## src/rtl/rotate_pkg.sv

```systemverilog
// Shared types for the ImageSpin rotation engine: rotation modes, FSM states
// and the frame side length derived from the frame buffer address width.
package rotate_pkg;

    typedef enum logic [1:0] {
        ROT_0   = 2'd0,
        ROT_90  = 2'd1,
        ROT_180 = 2'd2,
        ROT_270 = 2'd3
    } rot_mode_t;

    typedef enum logic [1:0] {
        ST_IDLE  = 2'd0,
        ST_RUN   = 2'd1,
        ST_DRAIN = 2'd2,
        ST_DONE  = 2'd3
    } rot_state_t;

    // A square frame splits the address evenly into row and column halves.
    function automatic int side_len(input int addr_width);
        return 1 << (addr_width / 2);
    endfunction

endpackage : rotate_pkg

```

## src/rtl/rotate_addr_map.sv

```systemverilog
// Combinational source-coordinate to destination-address map for the four
// supported rotations; N-1-v is taken as ~v so no adders are needed.
module rotate_addr_map
    import rotate_pkg::*;
#(
    parameter int COORD_W = 8
) (
    input  rot_mode_t            mode,
    input  logic [COORD_W-1:0]   x,
    input  logic [COORD_W-1:0]   y,
    output logic [2*COORD_W-1:0] addr
);

    always_comb begin
        addr = {y, x};
        case (mode)
            ROT_0:   addr = {y, x};
            ROT_90:  addr = {x, ~y};
            ROT_180: addr = {~y, ~x};
            ROT_270: addr = {~x, y};
            default: addr = {y, x};
        endcase
    end

endmodule : rotate_addr_map

```

## src/rtl/rotate_engine.sv

```systemverilog
// Streams a square frame out of the source buffer one pixel per cycle and
// writes each pixel one cycle later to its rotated destination address.
module rotate_engine
    import rotate_pkg::*;
#(
    parameter int DATA_WIDTH = 24,
    parameter int ADDR_WIDTH = 16
) (
    input  logic                  clk,
    input  logic                  rst,
    input  logic                  start,
    input  logic [1:0]            mode,
    output logic                  busy,
    output logic                  done,
    output logic [ADDR_WIDTH-1:0] src_addr,
    output logic                  src_en,
    output logic                  src_wr,
    input  logic [DATA_WIDTH-1:0] src_rd_data,
    output logic [ADDR_WIDTH-1:0] dst_addr,
    output logic                  dst_en,
    output logic                  dst_wr,
    output logic [DATA_WIDTH-1:0] dst_wr_data
);

    localparam int COORD_W = ADDR_WIDTH / 2;
    localparam logic [COORD_W-1:0] COORD_MAX = COORD_W'(side_len(ADDR_WIDTH) - 1);

    rot_state_t         state_q, state_d;
    rot_mode_t          mode_q, mode_d;
    logic [COORD_W-1:0] x_q, x_d;
    logic [COORD_W-1:0] y_q, y_d;
    logic               wr_valid_q, wr_valid_d;
    logic [COORD_W-1:0] wr_x_q, wr_x_d;
    logic [COORD_W-1:0] wr_y_q, wr_y_d;
    logic [ADDR_WIDTH-1:0] mapped_addr;

    always_ff @(posedge clk or posedge rst) begin
        if (rst) begin
            state_q    <= ST_IDLE;
            mode_q     <= ROT_0;
            x_q        <= '0;
            y_q        <= '0;
            wr_valid_q <= 1'b0;
            wr_x_q     <= '0;
            wr_y_q     <= '0;
        end else begin
            state_q    <= state_d;
            mode_q     <= mode_d;
            x_q        <= x_d;
            y_q        <= y_d;
            wr_valid_q <= wr_valid_d;
            wr_x_q     <= wr_x_d;
            wr_y_q     <= wr_y_d;
        end
    end

    // The write stage captures the coordinates of whatever was read this
    // cycle, so it is valid exactly in the cycle after each RUN cycle.
    always_comb begin
        state_d    = state_q;
        mode_d     = mode_q;
        x_d        = x_q;
        y_d        = y_q;
        wr_valid_d = 1'b0;
        wr_x_d     = wr_x_q;
        wr_y_d     = wr_y_q;

        case (state_q)
            ST_IDLE: begin
                if (start) begin
                    mode_d  = rot_mode_t'(mode);
                    x_d     = '0;
                    y_d     = '0;
                    state_d = ST_RUN;
                end
            end
            ST_RUN: begin
                wr_valid_d = 1'b1;
                wr_x_d     = x_q;
                wr_y_d     = y_q;
                x_d        = x_q + 1'b1;
                if (x_q == COORD_MAX) begin
                    y_d = y_q + 1'b1;
                    if (y_q == COORD_MAX) begin
                        state_d = ST_DRAIN;
                    end
                end
            end
            ST_DRAIN: begin
                state_d = ST_DONE;
            end
            ST_DONE: begin
                state_d = ST_IDLE;
            end
            default: begin
                state_d = ST_IDLE;
            end
        endcase
    end

    rotate_addr_map #(
        .COORD_W (COORD_W)
    ) u_addr_map (
        .mode (mode_q),
        .x    (wr_x_q),
        .y    (wr_y_q),
        .addr (mapped_addr)
    );

    // Outputs decode straight from state so the async reset clears them at once.
    always_comb begin
        busy        = (state_q != ST_IDLE);
        done        = (state_q == ST_DONE);
        src_en      = (state_q == ST_RUN);
        src_wr      = 1'b0;
        src_addr    = src_en ? {y_q, x_q} : '0;
        dst_en      = wr_valid_q;
        dst_wr      = wr_valid_q;
        dst_addr    = wr_valid_q ? mapped_addr : '0;
        dst_wr_data = src_rd_data;
    end

endmodule : rotate_engine

```

## config.mk

```make
export PLATFORM = sky130hd
export DESIGN_NAME = rotate_engine
export DESIGN_NICKNAME = d
export VERILOG_FILES = /design/src/rtl/rotate_pkg.sv /design/src/rtl/rotate_addr_map.sv /design/src/rtl/rotate_engine.sv
export SDC_FILE = /design/constraint.sdc
export NUM_CORES = 1
export LEC_CHECK = 0
export CORE_MARGIN = 10
export CORE_UTILIZATION = 40
export CTS_BUF_LIST = sky130_fd_sc_hd__clkbuf_8
export CTS_CLUSTER_DIAMETER = 200
export DETAILED_ROUTE_END_ITERATION = 8
export PLACE_DENSITY = 0.74
export SLEW_MARGIN = 40
export SYNTH_ARGS = -nofsm -noshare
export SYNTH_HDL_FRONTEND = slang
export SYNTH_SLANG_ARGS = --single-unit
```

## constraint.sdc

```tcl
create_clock -name clk -period 3.8 [get_ports clk]
set_clock_uncertainty 0.05 [all_clocks]
set_input_delay 0.76 -clock clk [delete_from_list [all_inputs] [get_ports clk]]
set_output_delay 0.76 -clock clk [all_outputs]
set_load 0.02 [all_outputs]
```

==> reports/qor.csv, run 1 <==
metric;value;unit
status;completed;
finalInstanceArea;2740;um^2
fmax;0.318;GHz
synth_fp_nets;293;
maxSlewHeadroom;0.487;
drive_gt1_frac;0.0634;
ys_warn_count;0;
met1_usage;0.118;
grt-ovfl-total;0;
criticalPathCategory;reg -> out;
ys_ff_latch;37;
initial_core_util;0.407;
cts_setup_buffers;0;
busiest_layer;met2;
start_kind;flop;
place_hpwl;3760;um
hold_buffers;0;
slew_violations;0;
p_leak;1.21;nW
multi_input_area;1170;um^2
power.density;248;nW/um^2
cp_top_family;flip-flops;
cts_root_buf;clkbuf_8;
rows;28;
min_period;3140;ps
cts_resized;0;
dieArea;9440;um^2
vias;1680;
cts_sinks;37;
clk_latency;280;ps
grt_pass1_wl;8190;um
syn_avg_cell_area;9.26;um^2
area_delta_synth_final;14.9;%
end_kind;output pin;
ys_async_sr_fraction;1.00;
antenna_found_initial;0;
post-route-drc-count;0;
final_cell_mix;clkdlybuf4s50_1 (41), dfrtp_1 (37), and2_1 (31), nand2_1 (28), xnor2_1 (17);
fill_cells;556;
io_pins;91;
cts_htree_levels;2;
clk_pin_slew;70;ps
use_met3;0.0363;
final_core_util;0.468;
core_area;5850;um^2
n_antenna_cell;0;
crit_chain;mux2i_1 -> xnor2_1 -> and2_1 -> clkdlybuf4s50_1;
first_pass_iters;4;
final_common_cell;clkdlybuf4s50_1;
fin_setup_tns;0;ps
cp.arrival;2330;ps
worst_slew_pin_slew;770;ps
grt_max_degree;38;
synth_top_area_share;0.389;
placed_cell_area;2650;um^2
maxCapViolations;0;
cts_tree;done;
netlist-cell-type-count;33;
wl_per_cell;14.2;um
ant_nets;0;
setup_viol;0;
cpMaxStageDelayCell;dfrtp_1;
syn-instance-count;257;
routabilityCongestion;0.775;
grt.total_usage;0.102;
ys_seq_area_frac;0.389;
hp-class;reg -> reg;
io_buffers;41;
path_max_fanout;23;
regArea;926;um^2
synth_edf_count;0;
cp_num_buf_inv;1;
die_x;97.2;um
drt_iter0_drc;65;
slowest_delay;840;ps
layout.nets;304;
hold_violations;0;
fp.dieH;97.2;um
yosys-top-cells-area;dfrtp_1 (39%), buf_4 (8.5%), and2_1 (8.1%);
detail_route.wirelength;4870;um
cts_buffer_depth;2;
syn-cell-area;2380;um^2
period_share;0.827;
crit_required;2990;ps
yosysTopAreaCell;dfrtp_1;
grt_pass1_vias;1606;
numCtsBuffers;5;
via_per_inst;4.90;
rsz0062_at_grt;false;
ys.flop_type;dfrtp_1;
irDropWorstVdd;0.000120;V
grt_use_met2;0.168;
## stage by stage
| stage | hold WS, ps | worst slack [ps] | cells | power (W) |
|---|---|---|---|---|
| finish | 447 | 656 | 343 | 0.000677 |
| CTS | 454 | 619 | 343 | 0.000688 |
| detailed placement | 437 | 929 | 336 | 0.000416 |
| global route | 468 | 479 | 343 | 0.000709 |
| floorplan | 416 | 1480 | 257 | 0.000446 |
| global placement | 432 | 794 | 336 | 0.000416 |
## routing by layer
metal  wire [um]  part of all wire
met1        2200              0.45
met2        2300              0.47
met3         322             0.066
met4          55             0.011
met5           0                 0
## synth_stat cells (2+ instances only)
cell type,instances
dfrtp_1,37
and2_1,31
nand2_1,28
buf_4,27
xnor2_1,17
a21o_1,16
mux2i_1,14
nand3_1,11
o21ai_0,11
clkbuf_1,8
inv_1,8
ha_1,7
nor2_1,7
buf_2,4
mux2_2,3
nand2b_1,3
or4_1,3
xor2_1,3
a22o_1,2
and3_1,2
nor3_1,2
o21ai_2,2
## state kept, by name, indices dropped and copies added, names as in the netlist
signal   count
wr_x_q       8
wr_y_q       8
x_q          8
y_q          8
mode_q       2
state_q      2
dst_en       1
## worst paths after layout
check | slack, ps | end | depth (start not counted) | startpoint
worst min register to register | 450 | wr_x_q[2]$_DFFE_PP0P_ | 1 | wr_x_q[2]$_DFFE_PP0P_
min in group asynchronous | 830 | mode_q[0]$_DFFE_PP0P_ | 3 | rst
worst max register to register | 1280 | y_q[3]$_DFFE_PP0P_ | 8 | state_q[1]$_DFFE_PP0P_
max in group asynchronous | 2540 | wr_y_q[1]$_DFFE_PP0P_ | 3 | rst
worst min-delay path | 450 | wr_x_q[2]$_DFFE_PP0P_ | 1 | wr_x_q[2]$_DFFE_PP0P_
worst max-delay path | 660 | dst_addr[8] | 4 | mode_q[0]$_DFFE_PP0P_
## layout make-up
class / count / area share
multi-input cells: 173 / 0.429
flip-flops and latches: 37 / 0.338
repair buffers: 43 / 0.155
well taps: 75 / 0.0343
clock buffers: 6 / 0.0302
inverters: 8 / 0.0110
clock inverters: 1 / 0.00137
## cell families after synthesis
family	count (synthesis)	share of synthesized area
simple gates	93	0.205
fa+ha+maj	7	0.0368
buf+inv	47	0.119
mux	17	0.0730
xor+xnor	20	0.0736
compound gates	35	0.102
other cells	1	0.00157
flops	37	0.389
## power breakdown
part	internal (W)	switching (W)	leakage, nW
Clock	0.000141	0.000129	0.0485
Sequential	0.000394	0	0.430
Combinational	0.00000453	0.00000923	0.727
Total	0.000539	0.000138	1.21
Power figures use the tool's default switching activity.
==> inputs of run 2 (changes only) <==
Clock period 3.8 ns to 3.2 ns, I/O delays scaled along.
==> run 2 against run 1 <==
  * Routed wire length is 0.78% lower
  * Cell count is 0.58% higher
  * Clock power is 32% higher
  * Setup slack worse by 320 ps
  * Via count is 1.4% higher
  * Sequential share of layout area is 0.25 points lower
  * Die area stayed put
  * Count of clock-buffer cells in the layout is 1 higher
  * Power is 24% higher
  * Register-to-register slack worse by 360 ps
  * Critical path type unchanged
  * Largest cell class unchanged
==> reports/qor.csv, run 2 (synthesis results as in run 1) <==
metric;value;unit
via_per_inst;4.94;
cts_htree_levels;2;
antenna_found_initial;0;
area_delta_synth_final;15.9;%
maxCapViolations;0;
rows;28;
cts_tree;done;
grt_max_degree;38;
hp-start;wr_x_q[4]$_DFFE_PP0P_;
crit_required;2510;ps
detail_route.wirelength;4830;um
worst_slew_pin_slew;754;ps
post-route-drc-count;0;
criticalPathCategory;reg -> out;
place_hpwl;3730;um
clk_latency;290;ps
p_leak;1.21;nW
io_pins;91;
hold_violations;0;
worst_hold_slack;449;ps
routabilityCongestion;0.754;
irDropWorstVdd;0.000163;V
cts_buffer_depth;2;
min_period;2860;ps
path_max_fanout;24;
fin_setup_tns;0;ps
io_buffers;41;
final_common_cell;clkdlybuf4s50_1;
clk_pin_slew;70;ps
grt.total_usage;0.101;
ant_nets;0;
die_x;97.2;um
wl_per_cell;14.0;um
setup_viol;0;
core_area;5850;um^2
power.density;304;nW/um^2
initial_core_util;0.407;
drt_iter0_drc;91;
start_kind;flop;
period_share;0.895;
r2r_slack;920;ps
final_cell_mix;clkdlybuf4s50_1 (41), dfrtp_1 (36), and2_1 (31), nand2_1 (28), xnor2_1 (17);
final_core_util;0.472;
dieArea;9440;um^2
hold_buffers;0;
status;completed;
hp-class;reg -> reg;
grt_pass1_vias;1576;
fmax;0.349;GHz
fp.dieH;97.2;um
reg2reg_from;state_q[1]$_DFFE_PP0P_;
r2r-end;state_q[1]$_DFFE_PP0P_;
maxSlewHeadroom;0.497;
vias;1703;
rsz0062_at_grt;false;
worstHoldEndpoint;wr_x_q[4]$_DFFE_PP0P_;
drive_gt1_frac;0.0778;
whs_path_depth;1;
slew_violations;0;
numCtsBuffers;5;
cts_sinks;37;
first_pass_iters;4;
end_kind;output pin;
n_antenna_cell;0;
layout.nets;305;
cts_root_buf;clkbuf_8;
grt-ovfl-total;0;
grt_pass1_wl;8030;um
reg2reg_depth;6;
cp.arrival;2170;ps
==> run 2: repair_timing <==
item | CTS | global route
resized for setup | 0 | 2
setup endpoints to repair | 0 | 4
setup buffers | 0 | 0
==> run 2: power breakdown <==
part | internal, W | total (W) | switching [W]
logic | 0.00000538 | 0.0000165 | 0.0000111
clock network | 0.000194 | 0.000356 | 0.000161
registers | 0.000467 | 0.000467 | 0
==> run 2: critical path: stages (launching register included) <==
cell and delay, ps:
dfrtp_1 410, inv_1 110, ha_2 450, and2_1 270, clkdlybuf4s50_1 640
==> run 2: how the worst max path moves through the flow <==
stage | startpoint | endpoint | slack [ps] | cells after the start
after floorplan | state_q[1]$_DFFE_PP0P_ | src_addr[2] | 1000 | 5
after global placement | state_q[1]$_DFFE_PP0P_ | src_addr[15] | 420 | 4
after detailed placement | state_q[1]$_DFFE_PP0P_ | src_addr[15] | 390 | 4
after CTS | state_q[1]$_DFFE_PP0P_ | src_addr[15] | 60 | 4
after global routing | state_q[1]$_DFFE_PP0P_ | src_addr[15] | 210 | 4
final | state_q[1]$_DFFE_PP0P_ | src_addr[15] | 340 | 4
==> run 2: layout make-up <==
| cell class | instances | area [um^2] |
|---|---|---|
| Clock buffer | 7 | 96.3 |
| Clock inverter | 1 | 5.00 |
| Fill cell | 554 | 3090 |
| Inverter | 8 | 30.0 |
| Multi-Input combinational cell | 173 | 1170 |
| Sequential cell | 37 | 927 |
| Tap cell | 75 | 93.8 |
| Timing Repair Buffer | 44 | 433 |
==> run 2: metrics by stage <==
stage	total power (W)	std cells	instance area (um^2)	setup slack, ps
floorplan	0.000529	257	2380	1000
global placement	0.000494	337	2660	418
detailed placement	0.000494	337	2660	391
CTS	0.000853	345	2760	63.9
global route	0.000873	345	2760	211
finish	0.000840	345	2760	337
==> run 2: layer usage <==
metal	wire (um)	global-route usage	part of all wire	vias to the layer above
met5	0	0	0	-
met4	70	0.0386	0.014	0
met3	383	0.0427	0.079	6
met2	2240	0.164	0.46	52
met1	2140	0.116	0.44	796
li1	-	-	-	849
==> inputs of run 3 (changes only) <==
Settings changed: CELL_PAD_IN_SITES_DETAIL_PLACEMENT set to 1, CELL_PAD_IN_SITES_GLOBAL_PLACEMENT set to 1, CORE_MARGIN 10 to unset, CORE_UTILIZATION 40 to 33, PLACE_DENSITY 0.74 to unset, PLACE_DENSITY_LB_ADDON set to 0.05.
==> run 3 against run 2 <==
  * Cell count is 6.7% higher
  * Hold slack improved by 12 ps
  * Largest cell class unchanged
  * Utilization is 6.0 points lower
  * Sequential cell count is the same
  * Sequential share of layout area is 0.88 points lower
  * Setup slack better by 8.3 ps
  * Cell area is 2.5% higher
  * Register-to-register slack hardly changed
  * First-iteration DRC count decreased by 67%
==> reports/qor.csv, run 3 (synthesis results as in run 1) <==
metric;value;unit
status;completed;
r2r_slack;920;ps
reg2reg_from;state_q[1]$_DFFE_PP0P_;
rsz0062_at_grt;false;
vias;1717;
clk_latency;300;ps
layout.nets;307;
wl_per_cell;14.1;um
initial_core_util;0.347;
endpoint;src_addr[15];
hp-start;wr_y_q[4]$_DFFE_PP0P_;
cts_resized;0;
io_pins;91;
cts_htree_levels;2;
criticalPathCategory;reg -> out;
numCtsBuffers;5;
combPwrFrac;0.017;
path_max_fanout;30;
grt_pass1_wl;8620;um
sw_frac_of_total;0.192;
cts_setup_buffers;0;
fmax;0.350;GHz
detail_route.wirelength;5190;um
min_period;2850;ps
n_antenna_cell;0;
final_cell_mix;clkdlybuf4s50_1 (41), dfrtp_1 (37), and2_1 (31), nand2_1 (28), xnor2_1 (17);
setup_viol;0;
hold_buffers;0;
start_kind;flop;
fp.dieH;86.9;um
irDropWorstVdd;0.000190;V
cpMaxStageDelayCell;clkdlybuf4s50_1;
slowest_delay;630;ps
regArea;926;um^2
grt-ovfl-total;0;
core_area;6870;um^2
ant_nets;0;
grt_pass1_vias;1719;
cts_buffer_depth;2;
crit_required;2510;ps
clk_pin_slew;80;ps
cts_sinks;37;
grt_max_degree;38;
final_core_util;0.412;
cts_tree;done;
r2r-end;y_q[5]$_DFFE_PP0P_;
p_leak;1.24;nW
crit_chain;inv_1 -> ha_1 -> buf_4 -> and2_1 -> clkdlybuf4s50_1;
cp.arrival;2160;ps
fill_cells;811;
die_x;86.9;um
p_clk_frac;0.500;
end_kind;output pin;
dieArea;7560;um^2
finalInstanceArea;2830;um^2
power.density;342;nW/um^2
p_switching;0.000186;W
place_hpwl;3850;um
drive_gt1_frac;0.0772;
worst_slew_pin_slew;781;ps
io_buffers;41;
setup.worst_path.start;state_q[1]$_DFFE_PP0P_;
hold_violations;0;
post-route-drc-count;0;
routabilityCongestion;0.704;
p_int;0.000782;W
reg2reg_depth;8;
grt.total_usage;0.149;
drt_iter0_drc;30;
cts_root_buf;clkbuf_8;
antenna_found_initial;0;
multi_input_area;1170;um^2
maxSlewHeadroom;0.480;
placed_cell_area;2700;um^2
via_per_inst;4.67;
seq_power_share;0.483;
period_share;0.892;
final_common_cell;clkdlybuf4s50_1;
whs_path_depth;1;
maxCapViolations;0;
rows;30;
slew_violations;0;
first_pass_iters;4;
area_delta_synth_final;18.9;%
fin_setup_tns;0;ps
hp-class;reg -> reg;
## run 3: cell count changes in the layout (fill, tap and decap cells not counted), sizes merged
cell	previous run	this run
buf	3	5
bufinv	0	2
clkbuf	7	5
## run 3: power groups by stage
stage               logic (W)  clock network, W  registers, W
CTS                 0.0000177          0.000502      0.000467
detailed placement  0.0000177                 0      0.000476
global placement    0.0000178                 0      0.000476
floorplan           0.0000529                 0      0.000476
global route        0.0000198          0.000517      0.000467
finish              0.0000164          0.000484      0.000467
## run 3: layout make-up
cell class                 count  area share
clock inverter                 3      0.0230
timing repair buffer          46       0.158
clock buffer                   5      0.0243
multi-input combinational    173       0.414
inverter                       8      0.0106
sequential                    37       0.327
tap                           96      0.0424
## run 3: stage by stage
| step | total power (W) | hold slack (ps) | cells | worst slack [ps] |
|---|---|---|---|---|
| after floorplan | 0.000529 | 416 | 257 | 1000 |
| after global placement | 0.000494 | 436 | 360 | 632 |
| after detailed placement | 0.000494 | 446 | 360 | 628 |
| after CTS | 0.000987 | 465 | 368 | 287 |
| after global routing | 0.00100 | 487 | 368 | 217 |
| final | 0.000968 | 460 | 368 | 345 |
## run 3: metal layers
layer,vias up,global-route usage,share of wire
met1,818,0.202,0.51
met2,41,0.233,0.44
met5,-,0,0
li1,849,-,-
met3,9,0.0303,0.038
met4,0,0.0576,0.015
## run 3: worst min-delay path by stage
stage                             to  slack [ps]
6_report       wr_y_q[4]$_DFFE_PP0P_         460
3_3_place_gp   wr_x_q[5]$_DFFE_PP0P_         440
4_1_cts        wr_y_q[4]$_DFFE_PP0P_         460
2_1_floorplan  wr_x_q[1]$_DFFE_PP0P_         420
5_1_grt        wr_y_q[4]$_DFFE_PP0P_         490
3_5_place_dp   wr_y_q[4]$_DFFE_PP0P_         450
## run 3: worst max-delay path: cells and delay by family (launching register included)
family / cells / cell delay (ps)
buf+inv: 3 / 1020
flops: 1 / 420
fa+ha+maj: 1 / 150
simple gates: 1 / 270
==> RTL change 1, RTL diff (flow settings as in run 2) <==
The parameter `DATA_WIDTH` goes from 24 to 48.
--- a/src/rtl/rotate_engine.sv
+++ b/src/rtl/rotate_engine.sv
@@ -5,3 +5,3 @@
 #(
-    parameter int DATA_WIDTH = 24,
+    parameter int DATA_WIDTH = 48,
     parameter int ADDR_WIDTH = 16
Interface: changed (resized dst_wr_data and src_rd_data); port bits go from 91 to 139. The function was not compared with the original's and may differ.
==> RTL change 1 against run 2 <==
Count of clock-buffer cells in the layout is 2 lower. Sequential cell count stayed put. Cell count is 0.58% higher. Final area is 0.63% lower. Via count is 1.4% higher. Total power is 5.9% lower. Area after synthesis is 7.6% higher. Highest routed layer unchanged. Core utilization is 3.5 points lower. Sequential power hardly changed. Wire length is 6.4% higher. Setup slack worse by 130 ps. Clock power is 14% lower.
==> RTL change 1: results (changes against run 2) <==
* Crit path setup slack, layout: 204.1 ps (-133.1 ps)
* First-pass GRT wire length: 8776 um (+9.3%)
- The minimum hold slack is 452.4 ps (+3.821 ps).
- The count of different cell masters after synthesis came to 33 (unchanged).
- Synth cell count leaders: sky130_fd_sc_hd__buf_4, sky130_fd_sc_hd__dfrtp_1, sky130_fd_sc_hd__and2_1
- Worst stage delay on the critical path: 830 ps (+190 ps)
* Core area: 6277 um^2 (+7.3%)
* Antenna violations before repair: 0 (unchanged)
* Post-layout net count: 329 (+7.9%)
- The global-route track usage on met2 was 0.1692 (+0.005658).
* Gp weighted congestion: 0.7828 (+3.9%)
* CP Launch Point: mode_q[0]
- The per-cell via count in the routed design came to 4.974 (+0.77%).
- Worst-Margin Slew: 753.1 ps (-0.6634 ps)
- Run status: finished clean
* Layout buffer count excluding clock buffers: 44 (unchanged)
- The fraction of layout cells with a size suffix above 1 was 0.07037 (-0.007407).
* DP Wirelength: 3993 um (+7.1%)
- The detailed route wirelength on metal3 was 461 um (+20%).
* Place WS: 453.9 ps (+62.56 ps)
- VDD IR-drop max: 0.0001405 V (-14%)
- GR Layer Usage met1: 0.1188 (+0.002436)
- Met3 track utilization from global routing: 0.05082 (+0.008150)
* Synth area leaders: sky130_fd_sc_hd__dfrtp_1, sky130_fd_sc_hd__buf_4, sky130_fd_sc_hd__and2_1
- Syn Area/Cell: 9.115 um^2 (-1.6%)
* Final-layout non-clock buffer area share: 0.1578 (+0.001002)
* Cell class contributing the biggest share of worst-path delay: flip-flops
- Total number of vias: 1726 (+1.4%)
* Number of cells traversed by the worst register-to-register path: 8 (+2)
- The filler cell count came to 628 (+13%).
* Cell-internal power: 0.0006204 W (-7.0%)
* Gr usage total: 0.1061 (+0.004635)
- Critical path's slowest cell: sky130_fd_sc_hd__dfrtp_1
- The maximum buffer depth of the clock tree came to 2 (unchanged).
* Area Growth Syn to Fin: 7.084%
* FF-to-FF setup slack: 730 ps (-190 ps)
- The leakage power of the design is 1.210 nW (-0.29%).
- The critical path ends at dst_addr[10].
- Area after DPL: 2658 um^2 (about the same)
* Total CTS buffers: 5 (unchanged)
- Critical R2R Capture: y_q[5]
- Crit path DAT: 2310 ps (+140 ps)
* Fraction of the yosys area taken by sequential cells: 0.3615 (-0.02736)
* Critical-path maximum fanout: 23 (-4.2%)
- The routed length on met1 is 2159 um (+0.84%).
- Clock distribution area overhead in the final layout: 0.03011 (-0.006609)
* Iteration-0 DRC Markers: 53 (-42%)
* Fraction of area in registers: 0.3376 (+0.001690)
- Avg WL per Cell: 14.82 um (+5.8%)
- The worst hold path terminates at wr_x_q[4].
* Met2 routed wirelength: 2416 um (+7.9%)
- Placed insts: 339 (+0.59%)
## RTL change 1: cell families after synthesis
group	synth area share
other	0.001464
adder cells (fa/ha/maj)	0.03419
XOR/XNOR	0.06839
AND/OR/NAND/NOR	0.1910
multiplexers	0.06790
buffers and inverters	0.1808
flip-flops	0.3615
AO/OA/AOI/OAI	0.09478
## RTL change 1: power groups by stage
| stage | logic [W] | registers, W | clock network, W |
|---|---|---|---|
| 6_report | 0.0000164 | 0.000467 | 0.000306 |
| 5_1_grt | 0.0000188 | 0.000467 | 0.000336 |
| 4_1_cts | 0.0000171 | 0.000467 | 0.000318 |
| 3_5_place_dp | 0.0000171 | 0.000476 | 0 |
| 3_3_place_gp | 0.0000170 | 0.000476 | 0 |
| 2_1_floorplan | 0.0000967 | 0.000476 | 0 |
==> RTL change 2, RTL diff (flow settings as in run 2) <==
Without the edit above. Take the reset off `x_q` and load it in a clocked block of its own.
--- a/src/rtl/rotate_engine.sv
+++ b/src/rtl/rotate_engine.sv
@@ -40,3 +40,2 @@
             mode_q     <= ROT_0;
-            x_q        <= '0;
             y_q        <= '0;
@@ -48,3 +47,2 @@
             mode_q     <= mode_d;
-            x_q        <= x_d;
             y_q        <= y_d;
@@ -54,2 +52,6 @@
         end
+    end
+
+    always_ff @(posedge clk) begin
+        x_q <= x_d;
     end
Behaviour: no difference found for any inputs over 10 cycles, from zero or initial values and one cycle with rst high; that may be too few to reach the edited logic, so the function may still have changed.
==> RTL change 2 against run 2 <==
Total power fell by 4.2%. Register-to-register slack better by 300 ps. Sequential power grew 3%. Critical path depth up 1. Sequential cell count unchanged. Setup slack better by 26 ps. Area after synthesis increased by 5.4%. Wire length is 2.5% higher. Final area increased by 4.6%. Highest routed layer unchanged.
==> RTL change 2: results (changes against run 2) <==
- Maximum number of pins on one net before global-route repair: 53 (+39%)
- The filler cell count was 537 (-3.1%).
- The routability congestion estimate was 0.8218 (+9.1%).
- The wire length of the first global-routing pass was 8190 um (+2.0%).
- Worst Hold Path Cells: 2 (+1)
- The path with the worst hold slack has its endpoint at wr_y_q[2].
* Synth area leaders: sky130_fd_sc_hd__dfrtp_1, sky130_fd_sc_hd__edfxtp_1, sky130_fd_sc_hd__and2_1
- The worst hold path begins at wr_y_q[2].
- Synth cell count leaders: sky130_fd_sc_hd__and2_1, sky130_fd_sc_hd__dfrtp_1, sky130_fd_sc_hd__buf_4
- The maximum buffer depth of the clock tree is 2 (unchanged).
- Critical register-to-register path startpoint: state_q[0]
* DP Wirelength: 3772 um (+1.2%)
- Critical-path maximum fanout: 13 (-46%)
- The fraction of layout cells with a size suffix above 1 is 0.1074 (+0.02963).
- The sequential fraction of the synthesis area was 0.3850 (-0.003822).
* Aggregate routed wire length: 4953 um (+2.5%)
- Worst rel slew slack: 0.4879 (-0.009585)
- FFs w/ async S/R, synth: 0.7838 (-0.2162)
- The number of nets produced by synthesis is 292 (-0.34%).
- The largest voltage drop on the vdd net is 0.0001363 V (-16%).
- The combined global-route utilization of all metal layers is 0.09956 (-0.001897).
- The longest individual stage delay on the worst path is 610 ps (-30 ps).
* Run status: finished clean
* Post-synth EDFFs: 8 (+8)
* Iteration-0 DRC Markers: 73 (-20%)
- The register-to-register setup slack was 1220 ps (+300 ps).
* Leakage power summed over all cells: 1.160 nW (-4.5%)
* Crit path DAT: 2150 ps (-20 ps)
RTL change 2: cell count changes in the layout (fill, tap and decap cells not counted), moves of 7 or more:
cell | run 2 | this run
sky130_fd_sc_hd__dfrtp_1 | 36 | 29
sky130_fd_sc_hd__a21o_1 | 16 | 0
sky130_fd_sc_hd__nand2_1 | 28 | 10
sky130_fd_sc_hd__mux2_2 | 3 | 11
sky130_fd_sc_hd__inv_1 | 8 | 21
sky130_fd_sc_hd__edfxtp_1 | 0 | 8
RTL change 2: area by class of cell:
class | instances | area, um^2 | area share
multi-input combinational | 160 | 1217 | 0.4216
timing repair buffer | 45 | 452.9 | 0.1568
tap | 75 | 93.84 | 0.03250
inverter | 20 | 75.07 | 0.02600
clock buffer | 5 | 68.82 | 0.02383
clock inverter | 3 | 13.76 | 0.004766
sequential | 37 | 965.9 | 0.3345
RTL change 2: kinds of logic after synthesis:
logic type               Yosys count  share of synthesized area
AO/OA/AOI/OAI                     25                    0.06733
buffers and inverters             59                     0.1297
flip-flops                        37                     0.3850
other                              1                   0.001495
adder cells (fa/ha/maj)            7                    0.03491
XOR/XNOR                          21                    0.07332
multiplexers                      29                     0.1212
AND/OR/NAND/NOR                   77                     0.1870
RTL change 2: stage by stage:
step                      instances  utilization  instance area [um^2]  hold slack (ps)  worst slack (ps)
after floorplan                 256            -                  2509            445.3             936.2
after global placement          337       0.4683                  2805            459.2             681.4
after detailed placement        337       0.4683                  2805            486.4             652.3
after CTS                       345       0.4820                  2888            501.7             326.0
after global routing            345       0.4820                  2888            518.3             190.2
final                           345       0.4820                  2888            494.7             363.7
RTL change 2: worst max-delay path by stage:
stage               startpoint            to  depth (start not counted)
floorplan           state_q[1]  src_addr[11]                          6
global placement     mode_q[0]   dst_addr[9]                          5
detailed placement   mode_q[0]  dst_addr[12]                          5
CTS                  mode_q[0]  dst_addr[12]                          5
global route         mode_q[0]   dst_addr[5]                          5
finish               mode_q[0]  dst_addr[12]                          5
RTL change 2: power breakdown:
part	switching (W)	leakage [nW]	internal [W]	total (W)
Sequential	0	0.422	0.000480	0.000480
Combinational	0.00000889	0.688	0.00000519	0.0000141
Clock	0.000163	0.0491	0.000148	0.000310
RTL change 2: layer usage:
layer	routed length, um	vias up	global-route usage
li1	-	859	-
met1	2073	816	0.1148
met2	2453	39	0.1628
met3	339	12	0.03737
met4	86	0	0.03969
met5	0	-	0
RTL change 2: worst max-delay path, delay by kind of cell, from the launching register on:
family	cells	cell delay [ps]
xor gates and xnor gates	1	130
muxes	1	250
and+or+nand+nor	1	150
buffers and inverters	2	880
DFF	1	440
